`src/rtl/pipe_defs.sv`:
```
// Shared definitions for the EXE->MEM pipeline register.
// Purpose : default field widths of the EXE/MEM bundle and its packed bit
//           layout, so every file agrees on where each field sits.
// Layout  : MSB [ wb_en | mem_read_en | mem_write_en | alu_res | val_rm | dest ] LSB
//           With the default widths this is 3 + 32 + 32 + 4 = 71 bits.
package pipe_defs;

  localparam int DEF_DATA_W = 32;
  localparam int DEF_DEST_W = 4;
  localparam int CTRL_W     = 3;

  // Bit index of each control flag within the control field.
  localparam int CTRL_WR = 0;
  localparam int CTRL_RD = 1;
  localparam int CTRL_WB = 2;

  function automatic int bundle_w(input int data_w, input int dest_w);
    return CTRL_W + 2 * data_w + dest_w;
  endfunction

  function automatic int rm_lsb(input int data_w, input int dest_w);
    return dest_w + 0 * data_w;
  endfunction

  function automatic int alu_lsb(input int data_w, input int dest_w);
    return dest_w + data_w;
  endfunction

  function automatic int ctrl_lsb(input int data_w, input int dest_w);
    return dest_w + 2 * data_w;
  endfunction

  localparam int DEF_BUNDLE_W = bundle_w(DEF_DATA_W, DEF_DEST_W);

endpackage

```
`src/rtl/pipe_skid_slot.sv`:
```
// One pipeline slot: a valid bit plus payload register.
// Ports:
//   clk, rst         clock and synchronous active-high reset
//   load_i           capture valid_i/data_i on this edge
//   clear_i          empty the slot (wins over load_i)
//   valid_i, data_i  next contents when loading
//   valid_o, data_o  registered contents
// A cleared slot zeroes its payload, so its control flags read as 0.
module pipe_skid_slot #(
  parameter int W = 71
) (
  input  logic         clk,
  input  logic         rst,
  input  logic         load_i,
  input  logic         clear_i,
  input  logic         valid_i,
  input  logic [W-1:0] data_i,
  output logic         valid_o,
  output logic [W-1:0] data_o
);

  logic         valid_q;
  logic [W-1:0] data_q;

  always_ff @(posedge clk) begin
    if (rst) begin
      valid_q <= 1'b0;
      data_q  <= {W{1'b0}};
    end else if (clear_i) begin
      valid_q <= 1'b0;
      data_q  <= {W{1'b0}};
    end else if (load_i) begin
      valid_q <= valid_i;
      data_q  <= data_i;
    end else begin
      valid_q <= valid_q;
      data_q  <= data_q;
    end
  end

  assign valid_o = valid_q;
  assign data_o  = data_q;

endmodule

```
`src/rtl/exe_mem_reg.sv`:
```
// EXE->MEM pipeline register with a one-entry skid buffer.
// Purpose : holds the EXE result bundle for the MEM stage. A busy memory can
//           freeze the MEM side combinationally; the stall back to EXE is the
//           skid slot's valid flop, so it is registered.
// Ports:
//   clk, rst, flush, freeze              control (rst sync, active high)
//   in_valid + EXE bundle fields         upstream instruction
//   stall_up                             EXE must hold its instruction
//   out_valid + MEM bundle fields        downstream instruction (flop outputs)
//   freeze_cycles                        saturating count of frozen valid cycles
module exe_mem_reg
  import pipe_defs::*;
#(
  parameter int DATA_W = DEF_DATA_W,
  parameter int DEST_W = DEF_DEST_W,
  parameter int CNT_W  = 16
) (
  input  logic              clk,
  input  logic              rst,
  input  logic              flush,
  input  logic              freeze,
  input  logic              in_valid,
  input  logic              wb_en_in,
  input  logic              mem_read_en_in,
  input  logic              mem_write_en_in,
  input  logic [DATA_W-1:0] alu_res_in,
  input  logic [DATA_W-1:0] val_rm_in,
  input  logic [DEST_W-1:0] dest_in,
  output logic              stall_up,
  output logic              out_valid,
  output logic              wb_en,
  output logic              mem_read_en,
  output logic              mem_write_en,
  output logic [DATA_W-1:0] alu_res,
  output logic [DATA_W-1:0] val_rm,
  output logic [DEST_W-1:0] dest,
  output logic [CNT_W-1:0]  freeze_cycles
);

  localparam int BW    = bundle_w(DATA_W, DEST_W);
  localparam int RM_L  = rm_lsb(DATA_W, DEST_W);
  localparam int ALU_L = alu_lsb(DATA_W, DEST_W);
  localparam int CTL_L = ctrl_lsb(DATA_W, DEST_W);

  logic          accept_s;
  logic [BW-1:0] in_bundle_s;
  logic          main_valid_s, skid_valid_s;
  logic [BW-1:0] main_data_s, skid_data_s;
  logic          main_load_d, main_clr_d, main_vin_d;
  logic [BW-1:0] main_din_d;
  logic          skid_load_d, skid_clr_d, skid_vin_d;
  logic [BW-1:0] skid_din_d;
  logic [CNT_W-1:0] cnt_q, cnt_d;

  assign accept_s = in_valid & ~skid_valid_s;

  // Controls of a non-accepted input are masked so a loaded bubble never
  // carries stray enables.
  assign in_bundle_s = {wb_en_in & accept_s, mem_read_en_in & accept_s,
                        mem_write_en_in & accept_s, alu_res_in, val_rm_in, dest_in};

  // Steering between input, main slot and skid slot.
  always_comb begin
    main_load_d = 1'b0;
    main_clr_d  = 1'b0;
    main_vin_d  = 1'b0;
    main_din_d  = in_bundle_s;
    skid_load_d = 1'b0;
    skid_clr_d  = 1'b0;
    skid_vin_d  = 1'b0;
    skid_din_d  = in_bundle_s;
    if (flush) begin
      main_clr_d = 1'b1;
      skid_clr_d = 1'b1;
    end else if (freeze && main_valid_s) begin
      // MEM is blocked: main holds, a newly accepted input parks in skid.
      if (accept_s) begin
        skid_load_d = 1'b1;
        skid_vin_d  = 1'b1;
      end else begin
        skid_load_d = 1'b0;
      end
    end else if (skid_valid_s) begin
      // Skid is older than anything upstream; it drains first.
      main_load_d = 1'b1;
      main_vin_d  = 1'b1;
      main_din_d  = skid_data_s;
      skid_clr_d  = 1'b1;
    end else begin
      // Normal flow, or an empty main stage that is frozen but not blocking.
      main_load_d = 1'b1;
      main_vin_d  = accept_s;
      main_din_d  = in_bundle_s;
    end
  end

  pipe_skid_slot #(.W(BW)) u_main (
    .clk     (clk),
    .rst     (rst),
    .load_i  (main_load_d),
    .clear_i (main_clr_d),
    .valid_i (main_vin_d),
    .data_i  (main_din_d),
    .valid_o (main_valid_s),
    .data_o  (main_data_s)
  );

  pipe_skid_slot #(.W(BW)) u_skid (
    .clk     (clk),
    .rst     (rst),
    .load_i  (skid_load_d),
    .clear_i (skid_clr_d),
    .valid_i (skid_vin_d),
    .data_i  (skid_din_d),
    .valid_o (skid_valid_s),
    .data_o  (skid_data_s)
  );

  // Freeze-cycle counter next state: saturates at all-ones.
  always_comb begin
    cnt_d = cnt_q;
    if (freeze && main_valid_s && (cnt_q != {CNT_W{1'b1}})) begin
      cnt_d = cnt_q + {{(CNT_W-1){1'b0}}, 1'b1};
    end else begin
      cnt_d = cnt_q;
    end
  end

  // Freeze-cycle counter register; only reset clears it.
  always_ff @(posedge clk) begin
    if (rst) begin
      cnt_q <= {CNT_W{1'b0}};
    end else begin
      cnt_q <= cnt_d;
    end
  end

  assign stall_up      = skid_valid_s;
  assign out_valid     = main_valid_s;
  assign wb_en         = main_data_s[CTL_L + CTRL_WB];
  assign mem_read_en   = main_data_s[CTL_L + CTRL_RD];
  assign mem_write_en  = main_data_s[CTL_L + CTRL_WR];
  assign alu_res       = main_data_s[ALU_L +: DATA_W];
  assign val_rm        = main_data_s[RM_L +: DATA_W];
  assign dest          = main_data_s[0 +: DEST_W];
  assign freeze_cycles = cnt_q;

endmodule

```
`config.mk`:
```
export PLATFORM = sky130hd
export DESIGN_NAME = exe_mem_reg
export DESIGN_NICKNAME = d
export VERILOG_FILES = /design/src/rtl/pipe_defs.sv /design/src/rtl/pipe_skid_slot.sv /design/src/rtl/exe_mem_reg.sv
export SDC_FILE = /design/constraint.sdc
export NUM_CORES = 1
export LEC_CHECK = 0
export ABC_AREA = 0
export BUFFER_PORTS_ARGS = -buffer_cell sky130_fd_sc_hd__buf_2
export CAP_MARGIN = 5
export CORE_MARGIN = 2
export CORE_UTILIZATION = 50
export CTS_BUF_LIST = sky130_fd_sc_hd__clkbuf_4
export DETAILED_ROUTE_END_ITERATION = 6
export PLACE_DENSITY_LB_ADDON = 0.05
export SLEW_MARGIN = 10
export SYNTH_ARGS = -nofsm -noshare
export SYNTH_HDL_FRONTEND = slang
export SYNTH_HIERARCHICAL = 1
export SYNTH_SLANG_ARGS = --single-unit
```
`constraint.sdc`:
```
create_clock -name clk -period 1.56 [get_ports clk]
set_input_delay 0.078 -clock clk [delete_from_list [all_inputs] [get_ports clk]]
set_output_delay 0.078 -clock clk [all_outputs]
set_load 0.05 [all_outputs]
```
==> results of run 1 <==
[report_power, final]
part	internal [mW]	leakage, nW	switching (mW)
sequential	4.12	1.31	0.0350
combinational	0.501	2.88	0.560
clock	0.909	0.137	1.39
[stage by stage]
stage	cells	setup slack, ns	area (µm²)
finish	1123	-0.115	9880
global route	1123	-0.159	9880
CTS	1115	-0.0923	9680
detailed placement	995	-0.0929	8270
global placement	995	-0.0225	8270
floorplan	656	-0.0694	7280
[cell usage after synthesis (2+ instances only)]
cell type                  number
sky130_fd_sc_hd__a21o_1         4
sky130_fd_sc_hd__a21oi_1       11
sky130_fd_sc_hd__and2_1         5
sky130_fd_sc_hd__and3_1         4
sky130_fd_sc_hd__buf_2          8
sky130_fd_sc_hd__buf_6         18
sky130_fd_sc_hd__buf_8         14
sky130_fd_sc_hd__clkbuf_1       2
sky130_fd_sc_hd__dfxtp_1      160
sky130_fd_sc_hd__inv_1          3
sky130_fd_sc_hd__mux2_1        73
sky130_fd_sc_hd__mux2i_1      145
sky130_fd_sc_hd__nand2_1        5
sky130_fd_sc_hd__nand2b_1       2
sky130_fd_sc_hd__nand3_1        4
sky130_fd_sc_hd__nand4_1        4
sky130_fd_sc_hd__nor2_1       151
sky130_fd_sc_hd__nor2b_1        6
sky130_fd_sc_hd__nor3_1         4
sky130_fd_sc_hd__nor4_2         3
sky130_fd_sc_hd__o21ai_0        3
sky130_fd_sc_hd__o31ai_1        5
sky130_fd_sc_hd__or2_1          2
sky130_fd_sc_hd__or3_1          5
sky130_fd_sc_hd__or4_1          3
[worst max-delay path, cell delays in order, from the launching register on]
cell                      delay, ns
sky130_fd_sc_hd__dfxtp_4       0.38
sky130_fd_sc_hd__a21oi_4       0.13
sky130_fd_sc_hd__and2_4        0.20
sky130_fd_sc_hd__buf_12        0.15
sky130_fd_sc_hd__buf_12        0.15
sky130_fd_sc_hd__mux2_4        0.31
sky130_fd_sc_hd__mux2i_2       0.18
sky130_fd_sc_hd__nor2_1        0.06
[cells in the final DEF, fill, tap and decap left out, types with 3 or more instances in the layout]
cell | synthesis | final
sky130_fd_sc_hd__buf_6 | 18 | 3
sky130_fd_sc_hd__buf_16 | 0 | 5
sky130_fd_sc_hd__dlygate4sd3_1 | 0 | 74
sky130_fd_sc_hd__mux2_4 | 0 | 68
sky130_fd_sc_hd__nor2_1 | 151 | 151
sky130_fd_sc_hd__nand4_1 | 4 | 4
sky130_fd_sc_hd__nand2_1 | 5 | 4
sky130_fd_sc_hd__dfxtp_4 | 0 | 15
sky130_fd_sc_hd__o21ai_0 | 3 | 3
sky130_fd_sc_hd__or3_1 | 5 | 5
sky130_fd_sc_hd__a21oi_2 | 0 | 4
sky130_fd_sc_hd__nand3_1 | 4 | 3
sky130_fd_sc_hd__or4_4 | 0 | 3
sky130_fd_sc_hd__buf_2 | 8 | 164
sky130_fd_sc_hd__nor2b_1 | 6 | 6
sky130_fd_sc_hd__clkbuf_4 | 0 | 17
sky130_fd_sc_hd__clkinv_1 | 0 | 6
sky130_fd_sc_hd__dfxtp_1 | 160 | 142
sky130_fd_sc_hd__buf_4 | 0 | 35
sky130_fd_sc_hd__mux2_1 | 73 | 5
sky130_fd_sc_hd__a21oi_1 | 11 | 6
sky130_fd_sc_hd__mux2i_2 | 0 | 4
sky130_fd_sc_hd__nor3_1 | 4 | 3
sky130_fd_sc_hd__nor4_4 | 0 | 3
sky130_fd_sc_hd__and3_1 | 4 | 3
sky130_fd_sc_hd__buf_12 | 0 | 15
sky130_fd_sc_hd__inv_1 | 3 | 3
sky130_fd_sc_hd__o31ai_1 | 5 | 5
sky130_fd_sc_hd__dfxtp_2 | 0 | 3
sky130_fd_sc_hd__a21o_1 | 4 | 4
sky130_fd_sc_hd__and2_1 | 5 | 4
sky130_fd_sc_hd__mux2i_1 | 145 | 141
[sequential cells by signal (all words and copies together) (netlist names)]
name,flops
u_skid/valid_o,1
u_main/valid_o,1
freeze_cycles,16
u_main/data_o,71
u_skid/data_o,71
[final cells by class]
type	instances	area [µm²]
Clock inverter	14	124
Fill cell	1057	3950
Timing Repair Buffer	297	2320
Tap cell	180	225
Inverter	3	11.3
Antenna cell	1	2.50
Multi-Input combinational cell	451	3800
Clock buffer	17	128
Sequential cell	160	3260
[timing repair]
item | in CTS | in global routing
pin swaps | 5 | 18
cloned | 4 | 1
gates resized for setup | 48 | 35
hold buffers | 74 | 0
endpoints found under the hold margin | 153 | 0
buffers inserted | 12 | 8
setup endpoints to repair | 76 | 152
[logic make-up after synthesis]
group,Yosys count
adders and majority gates,1
muxes,218
AOI/OAI and AO/OA,27
and+or+nand+nor,205
buffers and inverters,45
DFF,160
[per-layer routing]
metal / routed length, µm / share of wire / track usage / vias to the layer above
met5: 0 / 0 / 0 / -
met4: 181 / 0.010 / 0.0654 / 0
met3: 901 / 0.050 / 0.0627 / 15
met2: 8820 / 0.49 / 0.408 / 148
met1: 7970 / 0.45 / 0.300 / 2810
li1: - / - / - / 2823
[path summary, 6_finish.rpt]
check                     from                 to  cells after the start
max             u_main/valid_o  u_main/data_o[34]                      7
min                      flush  u_skid/data_o[19]                      5
max reg2reg     u_main/valid_o  u_main/data_o[34]                      7
min reg2reg  u_main/data_o[40]  u_main/data_o[40]                      2
==> results.txt, run 1 <==
- Setup repair after global routing could not meet its margin everywhere.
- Sequential element share of the synthesized area: 0.453
- Dividing the detail-routed wire length by the instance count gives roughly 16 µm.
* Clk Latency, worst-skew pair: between 0.5 and 0.6 ns
* Maximum clock path buffer count: 2
- Final weighted congestion of routability-driven global placement: around 0.75
- Summed over all instances, the cell type with the most area after synthesis is sky130_fd_sc_hd__dfxtp_1.
* Clock tree from TritonCTS: done
- Antenna Violating Nets Remaining: 0
- Per-instance average area after synthesis: 10.8 µm²
* Max-slew violations: 0
* Cell at the root of the clock tree: sky130_fd_sc_hd__clkbuf_4
* Max-capacitance violation count: 0
- The detailed router finished its first iteration with approximately 250 violations.
* Main area contributors after synthesis: sky130_fd_sc_hd__dfxtp_1, sky130_fd_sc_hd__mux2i_1, sky130_fd_sc_hd__mux2_1, sky130_fd_sc_hd__nor2_1, sky130_fd_sc_hd__buf_8
- Of the post-synthesis cell area, the dominant cell type holds 0.453.
- In the synthesized netlist the dominant register cell turns out to be sky130_fd_sc_hd__dfxtp_1.
- Number of flip-flops and latches in the synthesized netlist: 160
- Area share of fa/ha/maj cells after synthesis: 0.00177
* Initial antenna violation count: 1
- The checks that failed: setup timing.
- Half-perimeter wire length after placement: about 11 mm
* Global-route usage over all layers: 0.240
- Measured on the finished design, the core utilization comes to 0.714.
* Count of synthesis-stage warnings from yosys: 6
- Buffers inserted during clock tree synthesis total 17.
* Fraction of layout instances using a drive strength above 1: 0.386
- I/O pin total: between 150 and 200
- Number of standard cells after synthesis: ~660
- Number of failing hold endpoints at the final stage: 0
- CP endpoint kind: register
- Measured against its own limit, the worst slew margin works out to 0.733.
- Final setup viols: 130
* Worst VDD drop: between 0.6 and 0.7 mV
- Pin count of the biggest net entering global routing: 58
- Summing every instance area after synthesis gives around 7000 µm².
- The routed design has approximately 18 mm of wire.
* Critical path launch point type: register
* Number of global-route vias before repair: ~5,900
* Worst path setup slack after routing: -0.115 ns
* Multiplexer share of the synthesized area: 0.322
- Clock-pin slew was measured on the worst setup and hold paths at roughly 0.12 ns.
- Number of levels the H-tree was split into: 4
- Fmax: 0.597 GHz
- The first global-routing pass estimated 28.4 mm of wire.
* Setup TNS: -5.89 ns
- Before antenna repair, the detailed router went through 4 iterations.
- Power comes to 7.51 mW.
* Post-synth cell types: 37
- Sinks on the clock net: 160
- The synthesized design contains 0 enable-type register cells.
- Simple logic cell fraction of the synthesized area: 0.132
* Worst reg-to-reg setup slack: -0.11 ns
- Core Footprint: about 14,000 µm²
- Largest family of logic cells by synthesized area: multiplexers
- Relative to the synthesized area, the layout overhead comes to 39.8%.
- Endpoint required time on the critical path: just under 2 ns
- Post-synth net total: roughly 730
* Worst-path maximum fanout: 9
* Critical setup path kind: register to register
- The run finished, with violations left.
- P_leak: ~4.3 nW
- Dividing the final minimum period by the clock period gives 1.07.
- For this run, design rule violations remaining after detail routing come to 0.
* Average via count per standard cell: between 5 and 6
- Net count, final: 1,007
* Area fraction in compound gates after synthesis: 0.0239
- Die height: ~120 µm
* Final worst clock skew: 0.0118 ns
- The floorplan has 43 rows.
* DIE AREA: between 15,000 and 20,000 µm²
- Input/output buffers: around 160
* Async set-reset flop share out of synthesis: 0
* Hold_ws: 0.198 ns
- For the pin with the worst max-slew slack, the measured transition is 0.397 ns.
- Remaining global-route overflow: 0
- Via Count: about 5,800
* Overall die width: between 100 and 150 µm
* Pwr Density: 761 nW/µm²
- Worst hold path class: primary input to register
- Starting Density: 0.511
- XOR/XNOR share of the synthesized area: 0
* Final critical path time including I/O delays and setup: roughly 1.7 ns
- STA puts the critical path data arrival time at between 2 and 2.5 ns.
Note: power is estimated with default switching activity, not from simulation.
==> inputs of run 2 (changes only) <==
--- a/config.mk
+++ b/config.mk
@@ -7,10 +7,9 @@
 export LEC_CHECK = 0
 export ABC_AREA = 0
 export BUFFER_PORTS_ARGS = -buffer_cell sky130_fd_sc_hd__buf_2
-export CAP_MARGIN = 5
+export CAP_MARGIN = 20
 export CORE_MARGIN = 2
-export CORE_UTILIZATION = 50
-export CTS_BUF_LIST = sky130_fd_sc_hd__clkbuf_4
+export CORE_UTILIZATION = 49
 export DETAILED_ROUTE_END_ITERATION = 6
 export PLACE_DENSITY_LB_ADDON = 0.05
 export SLEW_MARGIN = 10
==> results.txt, run 2 (synthesis gave the netlist of run 1 again) <==
- The run finished, with violations left.
* Violated checks: setup timing
- The mean number of vias per cell is 5.17 (+0.18%).
- Initial antenna violation count: 1 (unchanged)
- Endpoint required time on the critical path: 1.87 ns (-0.12 ns)
* Sinks on the clock net: 160 (unchanged)
- Number of filler instances in the final layout: 987 (-6.6%)
- DRC viols: 0 (unchanged)
- The iteration-0 DRC count of the detailed router came to 256 (+3.2%).
- The maximum number of pins on one net before global-route repair came to 59 (+1.7%).
- P_leak: 4.59 nW (+6.0%)
* Start point of the worst hold path: mem_read_en_in
- Critical R2R Capture: u_skid/data_o[28]
- Startpoint of the most critical register-to-register path: u_main/valid_o
- Fmax: 0.581 GHz (-2.7%)
- Number of levels the H-tree was split into: 4 (unchanged)
- The number of buffers inserted by port buffering was 164 (unchanged).
- By startpoint and endpoint, the worst setup path is classified as register to register.
- The routed wirelength normalized by instance count was 17.2 µm (+8.1%).
- The worst clock skew was 0.00559 ns (-0.00616 ns).
* Starting Density: 0.505 (-0.00590)
* Maximum clock path buffer count: 2 (unchanged)
* Fraction of layout instances using a drive strength above 1: 0.401 (+0.0150)
* Core occupancy in the finished layout: 0.753 (+0.0391)
* Global-route usage over all layers: 0.240 (about the same)
- The data arrival time of the critical path was 2.03 ns (-0.08 ns).
* I/O pin total: 165 (unchanged)
- In this run the clock root is driven by a sky130_fd_sc_hd__clkbuf_16.
* Worst hold path class: primary input to register
- Max-capacitance violation count: 0 (unchanged)
* P&R area growth vs syn: 49.1%
* Pwr Density: 925 nW/µm² (+22%)
* Instance count along the most critical hold path: 4 (-1)
* Detailed Route WL: 19.6 mm (+9.7%)
- Half-perimeter wire length after placement: 11.1 mm (+2.4%)
* CTS buffer count: 17 (unchanged)
- First-pass GRT wire length: 28.6 mm (+0.78%)
* Via Count: 5,889 (+1.6%)
- Worst VDD drop: 0.793 mV (+32%)
- Worst reg-to-reg setup slack: -0.16 ns (-0.05 ns)
- The final number of setup-violating endpoints was 147 (+13%).
- The die height came to 124 µm (+0.98%).
- Length in cells of the worst reg-to-reg path: 9 (+2)
- STA classifies the critical path startpoint as a register.
* Number of global-route vias before repair: 5,881 (+0.53%)
* Number of standard-cell rows in the floorplan: 43 (unchanged)
* Final critical path time including I/O delays and setup: 1.72 ns (+0.0471 ns)
- The path with the worst hold slack has its endpoint at u_skid/data_o[69].
* Final weighted congestion of routability-driven global placement: 0.751 (+0.17%)
* Antenna Violating Nets Remaining: 0 (unchanged)
* Count of antenna diodes in the layout: 0 (-1)
- The total core area was 14,000 µm² (+1.2%).
- Number of failing hold endpoints at the final stage: 0 (unchanged)
- CTS clk-pin slew, worst paths: 0.06 ns (-0.06 ns)
- The share of the clock period used by the worst path came to 1.10 (+0.0302).
- The die width is 124 µm (+0.98%).
- Measured slew at the worst slew-check pin: 0.439 ns (+0.0419 ns)
- The worst slack at placement is -0.103 ns (-0.0105 ns).
* Max-slew violations: 0 (unchanged)
- Clock tree from TritonCTS: done
* CP endpoint kind: register
- Detailed-routing iteration count for the pre-antenna-repair pass: 4 (unchanged)
- Worst slew margin: 0.707 (-0.0259)
* Worst-path maximum fanout: 6 (-3)
- Most frequent standard cell in the layout excluding fill and tap cells: sky130_fd_sc_hd__buf_2
- DIE AREA: 15,400 µm² (+2.0%)
- The final worst-path setup slack came to -0.162 ns (-0.0471 ns).
* Net count, final: 1,023 (+1.6%)
- The clock latency of the later-clocked register in the worst-skew pair is 0.42 ns (-0.12 ns).
* Unrepaired setup endpoints after global routing: yes
* Remaining global-route overflow: 0 (unchanged)
- Commonest non-fill, non-tap cells in the layout: sky130_fd_sc_hd__buf_2, sky130_fd_sc_hd__nor2_1, sky130_fd_sc_hd__dfxtp_1
-- run 2: changes by cell type in the layout (fill, tap and decap cells not counted), sizes merged --
| cell | change |
|---|---|
| bufinv | +2 |
| buf | +17 |
| clkinv | -7 |
| clkinvlp | +1 |
| dlygate4sd3 | -6 |
| clkbuf | +8 |
| diode | -1 |
| inv | +2 |
-- run 2: per-layer routing --
metal / track usage / routed length [µm]
met3: 0.0678 / 1040
met2: 0.425 / 9840
met5: 0 / 11
met4: 0.0801 / 262
met1: 0.278 / 8450
-- run 2: area by class of cell --
type                       instances  area [µm²]  area share
inverter                           3        11.3     0.00107
multi-input combinational        451        3780       0.359
tap                              180         225      0.0214
sequential                       160        3260       0.309
clock buffer                      20         468      0.0444
timing repair buffer             313        2610       0.248
clock inverter                    12         178      0.0169
-- run 2: stage by stage --
step | instances | cell area, µm² | total power [mW] | hold WS (ns) | TNS, ns
after detailed placement | 1002 | 8320 | 5.08 | 0.333 | -5.36
after CTS | 1123 | 10100 | 9.75 | 0.00590 | -6.99
after global routing | 1139 | 10500 | 10.1 | 0.0516 | -20.58
after floorplan | 656 | 7280 | 4.86 | 0.225 | -3.23
final | 1139 | 10500 | 9.75 | 0.0399 | -11.10
after global placement | 1002 | 8320 | 5.06 | 0.320 | -1.87
-- run 2: worst max path at each step --
stage / start / end / slack (ns) / depth (start not counted)
6_report: u_main/valid_o / u_skid/data_o[28] / -0.16 / 9
5_1_grt: u_main/valid_o / u_skid/data_o[8] / -0.21 / 9
4_1_cts: u_main/valid_o / u_main/data_o[41] / -0.11 / 8
3_5_place_dp: u_main/valid_o / u_main/data_o[53] / -0.10 / 6
3_3_place_gp: u_main/valid_o / u_main/data_o[52] / -0.06 / 6
2_1_floorplan: freeze_cycles[3] / freeze_cycles[14] / -0.07 / 4
-- run 2: timing repair --
| action | 4_1_cts | 5_1_grt |
|---|---|---|
| endpoints found under the setup margin | 138 | 155 |
| hold endpoints to repair | 68 | 0 |
| buffers inserted | 17 | 13 |
| gates resized for setup | 47 | 45 |
| hold buffers | 68 | 0 |
| gates cloned | 4 | 6 |
| pin swaps | 13 | 26 |
-- run 2: power breakdown --
| part | switching [mW] | total, mW | internal [mW] |
|---|---|---|---|
| combinational | 0.573 | 1.06 | 0.492 |
| clock | 1.70 | 4.52 | 2.83 |
| sequential | 0.0359 | 4.16 | 4.12 |
| total | 2.31 | 9.75 | 7.44 |
-- run 2: critical path, stage by stage (launching register included) --
cell and delay (ns):
sky130_fd_sc_hd__dfxtp_4 0.37, sky130_fd_sc_hd__buf_6 0.10, sky130_fd_sc_hd__buf_6 0.09, sky130_fd_sc_hd__nand2_4 0.05, sky130_fd_sc_hd__nor3b_4 0.27, sky130_fd_sc_hd__buf_12 0.19, sky130_fd_sc_hd__buf_4 0.13, sky130_fd_sc_hd__clkbuf_16 0.14
sky130_fd_sc_hd__mux2i_1 0.21, sky130_fd_sc_hd__nor2_1 0.06
==> inputs of run 3 (changes only) <==
--- a/config.mk
+++ b/config.mk
@@ -12,6 +12,7 @@
 export CORE_UTILIZATION = 49
 export DETAILED_ROUTE_END_ITERATION = 6
 export PLACE_DENSITY_LB_ADDON = 0.05
+export REMOVE_ABC_BUFFERS = 1
 export SLEW_MARGIN = 10
 export SYNTH_ARGS = -nofsm -noshare
 export SYNTH_HDL_FRONTEND = slang
==> results.txt, run 3 (synthesis gave the netlist of run 1 again) <==
* Outcome: complete, but fails checks
- Violated checks: setup timing
- First-pass GRT wire length: 26.2 mm (-8.4%)
- The placed instance count is 1,005 (+0.30%).
- Number of standard-cell rows in the floorplan: 43 (unchanged)
* Worst VDD drop: 0.773 mV (-2.6%)
* Half-perimeter wire length after placement: 10.9 mm (-2.3%)
- The transition time of the tightest slew-check pin was 0.477 ns (+0.0384 ns).
- Worst-path maximum fanout: 8 (+2)
- The stage delay of the slowest cell on the critical path is 0.36 ns (about the same).
- I/O pin total: 165 (unchanged)
- The maximum number of buffers from clock root to sink came to 2 (unchanged).
- Antenna Violating Nets Remaining: 0 (unchanged)
- Final worst clock skew: 0.00386 ns (-0.00173 ns)
- The number of vias after detailed routing came to 5,726 (-2.8%).
- Max-capacitance violation count: 0 (unchanged)
* Length in cells of the worst reg-to-reg path: 7 (-2)
- Number of failing hold endpoints at the final stage: 0 (unchanged)
* Sinks on the clock net: 160 (unchanged)
* CTS buffer count: 17 (unchanged)
- CP bufs+invs: 2 (-3)
- The share of the clock period used by the worst path was 1.06 (-0.0481).
- The die width was 124 µm (unchanged).
* Detailed-routing iteration count for the pre-antenna-repair pass: 5 (+1)
- The final max-slew violation count came to 0 (unchanged).
- Average via count per standard cell: 5.09 (-1.5%)
- Remaining global-route overflow: 0 (unchanged)
- The die outline area was 15,400 µm² (unchanged).
- The aggregate routed wire length came to 18.5 mm (-5.4%).
* Endpoint required time on the critical path: 1.86 ns (about the same)
- TritonCTS built the clock tree.
- Unrepaired setup endpoints after global routing: yes
* CP delay by family, top: multiplexers
- Most frequent standard cell in the layout excluding fill and tap cells: sky130_fd_sc_hd__buf_2
- The maximum number of pins on one net before global-route repair was 40 (-32%).
* Hold_ws: 0.0261 ns (-0.0137 ns)
* Critical path launch point type: register
* Fraction of layout instances using a drive strength above 1: 0.371 (-0.0307)
* DRC viols: 0 (unchanged)
- CTS clk-pin slew, worst paths: 0.06 ns (about the same)
* Final non-filler cell total: 1,124 (-1.3%)
- The initial core utilization was 0.505 (unchanged).
- Net count, final: 1,008 (-1.5%)
- The die height was 124 µm (unchanged).
- Standard cell with the maximum stage delay on the critical path: sky130_fd_sc_hd__dfxtp_4
- CP endpoint kind: register
- The number of buffers inserted by port buffering came to 164 (unchanged).
- Final setup viols: 65 (-56%)
- The worst hold path stage count came to 4 (unchanged).
* P_leak: 4.39 nW (-4.2%)
* Critical setup path kind: register to register
* Pwr Density: 923 nW/µm² (-0.27%)
- The path class of the tightest hold or removal check is primary input to register.
- Final critical path time including I/O delays and setup: 1.65 ns (-0.0750 ns)
* Arrival @ worst endpoint: 1.95 ns (-0.08 ns)
- The via count of the first global-routing pass was 5,451 (-7.3%).
* Series of cell instances along the critical path: a21oi_4 > and2_4 > buf_12 > clkbuf_16 > mux2_1 > mux2i_1 > nor2_1
* Cell at the root of the clock tree: sky130_fd_sc_hd__clkbuf_16
- The post-route cell area came to 10,000 µm² (-4.7%).
* Wirelength per Cell: 16.5 µm (-4.2%)
- The final worst-path setup slack is -0.0868 ns (+0.0750 ns).
- Final weighted congestion of routability-driven global placement: 0.777 (+3.4%)
* Initial antenna violation count: 0 (-1)
- The iteration-0 DRC count of the detailed router came to 359 (+40%).
- Global-route usage over all layers: 0.219 (-0.0210)
* Worst slew margin: 0.682 (-0.0256)
- Setup TNS: -2.71 ns (+8.39 ns)
* Count of antenna diodes in the layout: 0 (unchanged)
- Clk Latency, worst-skew pair: 0.42 ns (about the same)
- The maximum clock rate came to 0.607 GHz (+4.6%).
- The instance count on the critical path was 7 (-2).
- The total core area was 14,000 µm² (unchanged).
* Commonest non-fill, non-tap cells in the layout: sky130_fd_sc_hd__buf_2, sky130_fd_sc_hd__dfxtp_1, sky130_fd_sc_hd__nor2_1
* Number of levels the H-tree was split into: 4 (unchanged)
* Core occupancy in the finished layout: 0.718 (-0.0355)
* P&R area growth vs syn: 42.1%
- Placement-stage cell area: 8150 µm² (-2.1%)
run 3: changes by cell type in the layout (fill, tap and decap cells not counted), sizes merged:
cell | previous run | this run
clkinvlp | 2 | 3
bufinv | 4 | 2
inv | 6 | 3
clkbuf | 26 | 28
buf | 239 | 224
clkinv | 3 | 5
run 3: final timing paths:
kind                                          end              start  slack, ns
worst max-delay path            u_main/data_o[11]     u_main/valid_o      -0.09
worst min register to register  u_main/data_o[14]  u_main/data_o[14]       0.49
worst min-delay path               u_main/valid_o           in_valid       0.03
worst max register to register  u_main/data_o[11]     u_main/valid_o      -0.09
run 3: cell type report:
type / count / area, µm²
clock buffer: 22 / 464
clock inverter: 10 / 111
fill: 1058 / 3950
inverter: 3 / 11.3
multi-input combinational: 451 / 3740
sequential: 160 / 3220
tap: 180 / 225
timing repair buffer: 298 / 2270
run 3: power breakdown:
part           internal, mW  switching [mW]
Clock                  2.43            1.64
Sequential             4.14          0.0358
Combinational         0.465           0.553
run 3: timing repair:
action / 4_1_cts / 5_1_grt
endpoints found under the setup margin: 149 / 149
hold endpoints to repair: 68 / 0
hold buffers: 68 / 0
pin swaps: 3 / 21
gates cloned: 0 / 8
gates resized for setup: 12 / 85
setup buffers: 1 / 10
run 3: per-stage QoR:
| step | worst slack [ns] | total power [mW] |
|---|---|---|
| after CTS | -0.0562 | 9.27 |
| after floorplan | -7.68 | 4.83 |
| after detailed placement | -0.106 | 5.09 |
| after global routing | -0.150 | 9.58 |
| after global placement | -0.0502 | 5.06 |
| final | -0.0868 | 9.27 |
run 3: worst min-delay path, cell delays in order:
cell	delay (ns)
sky130_fd_sc_hd__buf_2	0.09
sky130_fd_sc_hd__o21a_1	0.11
sky130_fd_sc_hd__mux2i_1	0.07
sky130_fd_sc_hd__nor2_1	0.07
run 3: per-layer routing:
metal  vias up  track usage  share of wire  routed length [µm]
li1       2816            -              -                   -
met1      2731        0.259           0.44                8180
met2       159        0.376           0.49                9140
met3        20       0.0650          0.051                 940
met4         0       0.0801          0.015                 278
met5         -            0              0                   0
